<file path="config.mk">
export PLATFORM = sky130hd
export DESIGN_NAME = riscv_trace_buffer
export DESIGN_NICKNAME = d
export VERILOG_FILES = /design/src/rtl/riscv_trace_pkg.sv /design/src/rtl/trace_fifo.sv /design/src/rtl/riscv_trace_buffer.sv
export SDC_FILE = /design/constraint.sdc
export NUM_CORES = 1
export LEC_CHECK = 0
export CAP_MARGIN = 20
export CORE_MARGIN = 2
export CORE_UTILIZATION = 51
export DETAILED_ROUTE_END_ITERATION = 12
export PLACE_DENSITY_LB_ADDON = 0.3
export REMOVE_ABC_BUFFERS = 1
export SLEW_MARGIN = 0
export SYNTH_ARGS = -nofsm -noshare
export SYNTH_HDL_FRONTEND = slang
export SYNTH_HIERARCHICAL = 1
export SYNTH_SLANG_ARGS = --single-unit
</file>
<file path="constraint.sdc">
create_clock -name clk -period 6.65 [get_ports clk]
set_input_delay 1.33 -clock clk [delete_from_list [all_inputs] [get_ports clk]]
set_output_delay 1.33 -clock clk [all_outputs]
set_load 0.01 [all_outputs]
</file>
<file path="src/rtl/riscv_trace_pkg.sv">
// Shared types for the riscv observation trace path: entry kinds, entry layout, field widths.
// No logic; the stored entry without timestamp is trace_body_t, with timestamp it is trace_entry_t.
// Field order matches so {trace_body_t, cycle} is bit-identical to trace_entry_t.
package riscv_trace_pkg;

    localparam int TRC_IDX_W   = 9;
    localparam int TRC_DATA_W  = 32;
    localparam int TRC_CYCLE_W = 32;

    typedef enum logic [1:0] {
        REG_WR  = 2'd0,
        MEM_WR  = 2'd1,
        MEM_RD  = 2'd2,
        MEM_ERR = 2'd3
    } trace_type_e;

    typedef struct packed {
        trace_type_e             typ;
        logic [TRC_IDX_W-1:0]    idx;
        logic [TRC_DATA_W-1:0]   data;
        logic [TRC_CYCLE_W-1:0]  cycle;
    } trace_entry_t;

    typedef struct packed {
        trace_type_e             typ;
        logic [TRC_IDX_W-1:0]    idx;
        logic [TRC_DATA_W-1:0]   data;
    } trace_body_t;

    // Memory event kind from the strobe pair; simultaneous read and write is flagged as an error.
    function automatic trace_type_e mem_type(input logic wr, input logic rd);
        if (wr && rd) begin
            return MEM_ERR;
        end
        if (wr) begin
            return MEM_WR;
        end
        return MEM_RD;
    endfunction

endpackage

</file>
<file path="src/rtl/trace_fifo.sv">
// Ordered dual-push / single-pop FIFO; free_o counts empty slots including one being popped this cycle.
// Latency: a push at edge N is readable at dat_o after edge N; dat_o/vld_o depend on registers only.
// Backpressure: caller must never push more entries than free_o; pop_i is ignored when empty.
module trace_fifo #(
    parameter int DEPTH = 16,
    parameter int W     = 32
) (
    input  logic                       clk_i,
    input  logic                       rst_ni,
    input  logic                       push0_i,
    input  logic [W-1:0]               dat0_i,
    input  logic                       push1_i,
    input  logic [W-1:0]               dat1_i,
    input  logic                       pop_i,
    output logic                       vld_o,
    output logic [W-1:0]               dat_o,
    output logic [$clog2(DEPTH+1)-1:0] free_o
);

    localparam int PTR_W = $clog2(DEPTH);
    localparam int CNT_W = $clog2(DEPTH+1);

    logic [W-1:0]     mem_q [DEPTH];
    logic [PTR_W-1:0] wr_ptr_q, wr_ptr_d;
    logic [PTR_W-1:0] rd_ptr_q, rd_ptr_d;
    logic [CNT_W-1:0] cnt_q, cnt_d;
    logic             pop;
    logic             push_both;

    assign pop       = pop_i & (cnt_q != '0);
    // Second slot is only meaningful behind the first; a lone push always uses slot 0.
    assign push_both = push0_i & push1_i;
    assign vld_o     = (cnt_q != '0);
    assign dat_o     = mem_q[rd_ptr_q];
    assign free_o    = CNT_W'(DEPTH) - cnt_q + CNT_W'(pop);

    always_comb begin
        wr_ptr_d = wr_ptr_q + PTR_W'(push0_i) + PTR_W'(push_both);
        rd_ptr_d = rd_ptr_q + PTR_W'(pop);
        cnt_d    = cnt_q + CNT_W'(push0_i) + CNT_W'(push_both) - CNT_W'(pop);
    end

    always_ff @(posedge clk_i or negedge rst_ni) begin
        if (!rst_ni) begin
            wr_ptr_q <= '0;
            rd_ptr_q <= '0;
            cnt_q    <= '0;
        end else begin
            wr_ptr_q <= wr_ptr_d;
            rd_ptr_q <= rd_ptr_d;
            cnt_q    <= cnt_d;
        end
    end

    always_ff @(posedge clk_i) begin
        if (push0_i) begin
            mem_q[wr_ptr_q] <= dat0_i;
        end
        if (push_both) begin
            mem_q[wr_ptr_q + PTR_W'(1)] <= dat1_i;
        end
    end

endmodule

</file>
<file path="src/rtl/riscv_trace_buffer.sv">
// Captures riscv register-writeback and data-memory events into a FIFO, streams them out, counts drops.
// Latency: event at edge N appears on trc_* after edge N; TRACE_TIMESTAMP_EN adds the cycle stamp.
// Backpressure: trc_ready stalls the head; entries that find no free slot are dropped and counted.
module riscv_trace_buffer
    import riscv_trace_pkg::*;
#(
    parameter int DEPTH  = 16,
    parameter int DROP_W = 16
) (
    input  logic                   clk,
    input  logic                   reset,
    input  logic                   reg_we,
    input  logic [4:0]             reg_num,
    input  logic [31:0]            reg_data,
    input  logic                   wr,
    input  logic                   rd,
    input  logic [8:0]             addr,
    input  logic [31:0]            wr_data,
    input  logic [31:0]            rd_data,
    output logic                   trc_valid,
    input  logic                   trc_ready,
    output logic [1:0]             trc_type,
    output logic [TRC_IDX_W-1:0]   trc_idx,
    output logic [TRC_DATA_W-1:0]  trc_data,
    output logic [TRC_CYCLE_W-1:0] trc_cycle,
    output logic                   ovf,
    input  logic                   clr_ovf,
    output logic [DROP_W-1:0]      drop_cnt
);

    localparam int CNT_W = $clog2(DEPTH+1);
`ifdef TRACE_TIMESTAMP_EN
    localparam int STORE_W = $bits(trace_entry_t);
`else
    localparam int STORE_W = $bits(trace_body_t);
`endif

    trace_body_t        reg_body, mem_body, body0;
    trace_entry_t       head_ent;
    logic [STORE_W-1:0] dat0, dat1, head_dat;
    logic [CNT_W-1:0]   fifo_free;
    logic               fifo_vld;
    logic               pop;
    logic               mem_ev;
    logic               push_reg, push_mem;
    logic [1:0]         drops;

    logic [DROP_W-1:0]  drop_cnt_q, drop_cnt_d, drop_base;
    logic [DROP_W:0]    drop_sum;
    logic               ovf_q, ovf_d;

    assign mem_ev = wr | rd;
    assign pop    = fifo_vld & trc_ready;

    always_comb begin
        reg_body      = '0;
        reg_body.typ  = REG_WR;
        reg_body.idx  = {4'b0, reg_num};
        reg_body.data = reg_data;

        mem_body      = '0;
        mem_body.typ  = mem_type(wr, rd);
        mem_body.idx  = addr;
        mem_body.data = rd & ~wr ? rd_data : wr_data;
    end

    // Slot allocation: the register entry is ordered first, so with one free slot the memory entry loses.
    always_comb begin
        push_reg = reg_we & (fifo_free != '0);
        push_mem = mem_ev & (reg_we ? (fifo_free >= CNT_W'(2)) : (fifo_free != '0));
        body0    = push_reg ? reg_body : mem_body;
        drops    = {1'b0, reg_we & ~push_reg} + {1'b0, mem_ev & ~push_mem};
    end

`ifdef TRACE_TIMESTAMP_EN
    logic [TRC_CYCLE_W-1:0] cycle_q;

    always_ff @(posedge clk or negedge reset) begin
        if (!reset) begin
            cycle_q <= '0;
        end else begin
            cycle_q <= cycle_q + TRC_CYCLE_W'(1);
        end
    end

    assign dat0     = {body0, cycle_q};
    assign dat1     = {mem_body, cycle_q};
    assign head_ent = head_dat;
`else
    assign dat0     = body0;
    assign dat1     = mem_body;
    assign head_ent = {head_dat, {TRC_CYCLE_W{1'b0}}};
`endif

    trace_fifo #(
        .DEPTH (DEPTH),
        .W     (STORE_W)
    ) u_fifo (
        .clk_i   (clk),
        .rst_ni  (reset),
        .push0_i (push_reg | push_mem),
        .dat0_i  (dat0),
        .push1_i (push_reg & push_mem),
        .dat1_i  (dat1),
        .pop_i   (pop),
        .vld_o   (fifo_vld),
        .dat_o   (head_dat),
        .free_o  (fifo_free)
    );

    // A clear in the same cycle as a drop wipes the old history but still records this cycle's losses.
    always_comb begin
        drop_base  = clr_ovf ? '0 : drop_cnt_q;
        drop_sum   = {1'b0, drop_base} + (DROP_W+1)'(drops);
        drop_cnt_d = drop_sum[DROP_W] ? '1 : drop_sum[DROP_W-1:0];
        ovf_d      = (ovf_q & ~clr_ovf) | (drops != 2'd0);
    end

    always_ff @(posedge clk or negedge reset) begin
        if (!reset) begin
            drop_cnt_q <= '0;
            ovf_q      <= 1'b0;
        end else begin
            drop_cnt_q <= drop_cnt_d;
            ovf_q      <= ovf_d;
        end
    end

    // Head RAM is not reset, so fields are masked to zero while the FIFO is empty.
    assign trc_valid = fifo_vld;
    assign trc_type  = fifo_vld ? head_ent.typ   : 2'b00;
    assign trc_idx   = fifo_vld ? head_ent.idx   : '0;
    assign trc_data  = fifo_vld ? head_ent.data  : '0;
    assign trc_cycle = fifo_vld ? head_ent.cycle : '0;
    assign ovf       = ovf_q;
    assign drop_cnt  = drop_cnt_q;

endmodule

</file>
Word-level counts from Yosys, hierarchy flattened
Memory sizes are Yosys's and may differ from the RTL's. Cells that the tools add are included.

Flip-flop bits (word level): 30. RAM bits: 688. Input bits: 117. Output and inout bits: 93. Logic and storage cells: 58. Memories kept: 1.

Memory list: u_fifo.mem_q (words 16, width 43, rd ports 1, clocked after Yosys merged registers in 0, write ports 2, RTL line trace_fifo.sv:23) `logic [W-1:0] mem_q [DEPTH];`.

Add/subtract/negate cells: 11. $lt $le $gt $ge: 1. Multiplexer cells: 19. Bitwise operators: 17. Reductions and logical operators: 4.

Operators with widths (number): 32-bit 2-to-1 mux (2); 43-bit 2-to-1 mux (1); 16-bit 2-to-1 mux (2); 16-bit by 2-bit adder with 17-bit output (1); 5-bit by 1-bit adder with 5-bit output (3); 4-bit by 1-bit adder with 4-bit output (3); 1-bit bitwise AND (10); 2-bit 2-to-1 mux (5); 5-bit nonzero test (2); 9-bit 2-to-1 mux (1); 1-bit 2-to-1 mux (8); 5-bit by 2-bit greater-or-equal comparator with 1-bit output, second input constant (1); 5-bit by 1-bit subtractor with 5-bit output (1); 5-bit subtractor, first input constant (1); 4-bit by 1-bit adder with 4-bit output, second input constant (1); 1-bit inverter (4); 1-bit bitwise OR (3); 1-bit by 1-bit adder with 2-bit output (1); 2-bit nonzero test (1); 1-bit logical AND (1).

Depth between registers and ports, before layout
Depth after elaboration: 12. Mapped depth: 22. Gate-level depth less buffers: 21.

Hierarchy
Netlist, hierarchy kept.

By module, submodules not included: trace_fifo (instances 1, cells an instance 2193, area an instance 35738.0 µm², seq. area each 20985.1 µm²); riscv_trace_buffer (instances 1, cells an instance 285, area an instance 2497.4 µm², seq. area each 425.4 µm²).

Worst setup path after synthesis
No wires, ideal clock.

Path type: input port to flip-flop. From: input port trc_ready. To: memory u_fifo/mem_q[0][0] (netlist bit) (enable). Setup time: 0.459 ns. Arrival time: 5.375 ns. Required time: 6.191 ns. Path slack: 0.816 ns. Stages: 15. Cell sequence: and2_1 > nand2_1 > ha_1 > inv_1 > ha_1 > nand2_1 > xnor2_1 > or4_4 > nor2_1 > nor2_1 > buf_2 > inv_1 > or3_1 > buf_2 > o22ai_1.

RTL lines: from (decl) (RTL line riscv_trace_buffer.sv:21) `input logic trc_ready,`; to (decl) (RTL line trace_fifo.sv:23).

Worst setup path after layout
From: register u_fifo.rd_ptr_q[1]. To: output port trc_type[1].

Word-level cells in the longest chain between the ends: 2.

Ends and longest elaborated chain: from (decl) (RTL line trace_fifo.sv:25) `logic [PTR_W-1:0] rd_ptr_q, rd_ptr_d;`; from (signal assigned) (RTL line trace_fifo.sv:50) `rd_ptr_q <= rd_ptr_d;`; memory 16 x 43 bit; net head_dat[42] (RTL line riscv_trace_buffer.sv:40) `logic [STORE_W-1:0] dat0, dat1, head_dat;`; 2-bit 2-to-1 mux (RTL line riscv_trace_buffer.sv:131) `assign trc_type = fifo_vld ? head_ent.typ : 2'b00;`; to (decl) (RTL line riscv_trace_buffer.sv:22) `output logic [1:0] trc_type,`.

The timed path passes the listed nets, and every way through them passes these cells.

==> summary.txt <==
Floorplanning
  – Height of the chip: approximately 280 um
  – Area of the core: roughly 74000 um^2
  – Row count: 100
  – Die area: 77200 um^2
  – I/O pin total: 210
  – Horiz. Die Dim: roughly 280 um
  – Effective utilization at floorplan: 51.4%

STA
  – Final Slew Violations: 0
  – Setup violators final: 0
  – Min cycle time layout: ~5.4 ns
  – Fmax achieved: roughly 0.18 GHz
  – Least setup slack across all paths after layout: 1.21 ns
  – Number of hold violations in the final report: 0
  – Final worst hold slack: ~0.55 ns
  – RSZ-0062 raised after global routing: no
  – Clock Skew: about 0.027 ns
  – Fin crit share: 81.8%
  – Remaining max-slew budget at the tightest pin: 21.4%
  – Transition time at the pin with the least slew margin: between 1 and 1.5 ns

Yosys
  – Leading area contributor after synthesis: edfxtp_1
  – Dominant combinational cell family by area after synthesis: multiplexers
  – Leading cell types by count after synthesis: 711 x mux2_2, 688 x edfxtp_1, 175 x mux2i_1
  – Count of yosys warnings during synthesis: 6
  – Cell variety after synth: a little over 50
  – Asr flop ratio synth: between 4 and 5%
  – Sequential area share after synthesis: around 56%
  – Number of enable-type register cells in the synthesized netlist: just under 700
  – Fraction of synthesized area in multiplexers: about a third
  – Area of the mapped netlist: 38200 um^2
  – Ys flop type: edfxtp_1
  – Mean post-synth cell area: 15.4 um^2
  – Register bit count reported by yosys: slightly above 700
  – Adder-Cell Fraction of Synth Area: less than 1%
  – Post-synthesis simple-gate area fraction: about 2.8%
  – Synth Area in Compound Gates: 3.83%
  – Synth Area in XOR/XNOR: less than 1%
  – Synth area leaders: edfxtp_1 54%, mux2_2 21%, mux4_2 5.1%, mux2i_1 4.6%, a221oi_1 2.0%
  – Synth top area share: a little over half
  – Count leader, synth: mux2_2
  – Gate Count Post-Synth: between 2000 and 2500

CTS
  – Number of clock sinks: 718
  – Number of buffers added to fix hold violations after cts: 0
  – Cts repair resizes: 0
  – Cts bufs inserted: 77
  – TritonCTS clock tree: built
  – CTS Root Buffer Type: clkbuf_16
  – Level count of the clock H-tree: 3
  – Clock slew seen by the registers of the worst setup and hold paths: ~0.06 ns
  – Setup fix buffers added after clock tree synthesis: 0
  – Clock latency on the worst-skew pair: approximately 0.63 ns
  – Maximum number of buffers from clock root to sink: 3

GRT
  – Number of global-route vias before repair: around 23000
  – Largest net degree at the start of global routing: 57
  – Initial antenna violation count: 1
  – GRT Util Overall: 26.1%
  – Wire length of the first global-routing pass: 151000 um
  – Total congestion overflow: 0

Power
  – Clk pwr share: roughly 23%
  – Internal power summed over all cells: 12.0 mW
  – Power spent charging and discharging nets: 6.21 mW
  – Peak supply drop: between 200 and 300 uV
  – Fraction of power consumed by combinational cells: 40.4%
  – Switching share of power: around a third
  – Share of total power in sequential cells: roughly 36%
  – Power density of the placed cells: approximately 420 nW/um^2
  – Static leakage power: 14.9 nW

Routing
  – Post-detailed-routing wire length: 101000 um
  – Detailed-routing iteration count for the pre-antenna-repair pass: 5
  – Detail Route Antenna Nets: 0
  – Number of vias after detailed routing: 22700
  – Number of DRC markers after the initial detailed-route iteration: between 2000 and 2500
  – Average detailed-routed wire length per instance: approximately 28 um
  – Avg Vias per Cell: 6.33
  – Number of remaining DRC errors: 0

Cells and area
  – Diode count: 0
  – Count of nets after finishing: ~2700
  – Fraction of layout cells with a size suffix above 1: slightly above 40%
  – Area growth syn-to-layout: 13.5%
  – Filler Cells Inserted: about 5700

Flow run
  – Maximum Capacitance Violations: 0

Worst setup path
  – Critical Path Slowest Stage Cell: and2_4
  – Critical path cell sequence: and2_4, buf_4, a221oi_1, o21ai_0, nand2_1, and2_1, clkdlybuf4s50_1
  – CP arrival: just over 4 ns
  – Required time reported for the critical path endpoint: between 5 and 6 ns
  – Worst setup EP type: output port
  – Critical Path Fanout Max: 56
  – Startpoint types: register
  – Critical setup path kind: reg2out
  – Maximum single-stage delay on the critical path: between 0.9 and 1 ns
  – Critical Path Source: u_fifo/rd_ptr_q[1]
  – Source of the worst register-to-register timing path: u_fifo/cnt_q[2]

Hold path
  – Hold wc startpoint: ovf
  – Worst min path class: reg2reg

Placement
  – HPWL reported at the end of detailed placement: around 57000 um
  – Worst slack at placement: approximately 0.89 ns
  – Final weighted congestion in routability-driven placement: between 0.7 and 0.8
  – Number of buffers added on ports: between 150 and 200

Outcome
  – Outcome: completed
## per-layer routing
metal  vias to the layer above  GRT usage (%)  part of all wire (%)
met2                       956           43.2                    49
li1                       9871              -                     -
met3                       185           4.59                   7.8
met4                         0           7.80                   2.7
met5                         -              0                     0
met1                     11700           35.2                    41
## metrics by stage
step	instances	setup TNS, ns	utilization (%)	cell area, um^2	total power, mW
2_1_floorplan	2229	-205.65	-	37000	11.5
3_3_place_gp	3451	0	55.1	41000	13.8
3_5_place_dp	3452	0	55.1	41000	14.0
4_1_cts	3592	0	58.4	43400	18.2
5_1_grt	3592	0	58.4	43400	19.0
6_report	3592	0	58.4	43400	18.2
## cell families after synthesis
group,Yosys count
compound gates,200
xor+xnor,20
fa+ha+maj,19
buf+inv,305
flops,718
mux,1018
other cells,1
simple gates,197
## sequential cells by signal, indices dropped and copies added, names as in the netlist
| register | count |
|---|---|
| drop_cnt | 16 |
| u_fifo/wr_ptr_q | 4 |
| u_fifo/cnt_q | 5 |
| u_fifo/mem_q | 688 |
| u_fifo/rd_ptr_q | 4 |
| ovf | 1 |
## area by class of cell
class	count	area, um^2	share of cell area [%]
flip-flops and latches	718	21400	49.3
well taps	969	1210	2.79
repair buffers	254	2560	5.90
clock inverters	44	392	0.902
inverters	25	93.8	0.216
clock buffers	96	2040	4.70
multi-input cells	1486	15700	36.1
## power by group through the flow
stage,Combinational [mW],Clock (mW),Sequential (mW)
after floorplan,4.54,0,6.92
after global placement,7.18,0,6.66
after detailed placement,7.31,0,6.72
after CTS,7.35,4.27,6.63
after global routing,7.82,4.43,6.70
final,7.34,4.21,6.62
## placed cells by master, fill, tap and decap left out, types with 23 or more instances in the layout
| cell type | count |
|---|---|
| a221oi_1 | 86 |
| mux4_2 | 86 |
| buf_4 | 60 |
| edfxtp_1 | 688 |
| dfrtp_1 | 26 |
| nor2_4 | 24 |
| mux2_2 | 711 |
| inv_1 | 24 |
| clkbuf_16 | 79 |
| conb_1 | 32 |
| nand2_1 | 58 |
| mux2i_1 | 175 |
| mux2_4 | 40 |
| and2_1 | 51 |
| a22oi_1 | 43 |
| o21ai_0 | 53 |
| clkdlybuf4s50_1 | 177 |
| clkinv_1 | 23 |
## critical path: cells and delay by family, from the launching register on
| family | cells | cell delay [ns] |
|---|---|---|
| buf+inv | 2 | 0.89 |
| simple gates | 3 | 1.33 |
| flops | 1 | 0.83 |
| compound gates | 2 | 0.39 |
## final timing paths
kind	end	slack (ns)	cells past startpoint
max	trc_type[1]	1.21	7
min	ovf	0.55	2
max reg2reg	u_fifo/mem_q[4][27]	1.40	19
min reg2reg	ovf	0.55	2
max in group asynchronous	u_fifo/rd_ptr_q[1]	5.21	2
min in group asynchronous	drop_cnt[7]	1.11	2
(Power assumes the default switching activity.)
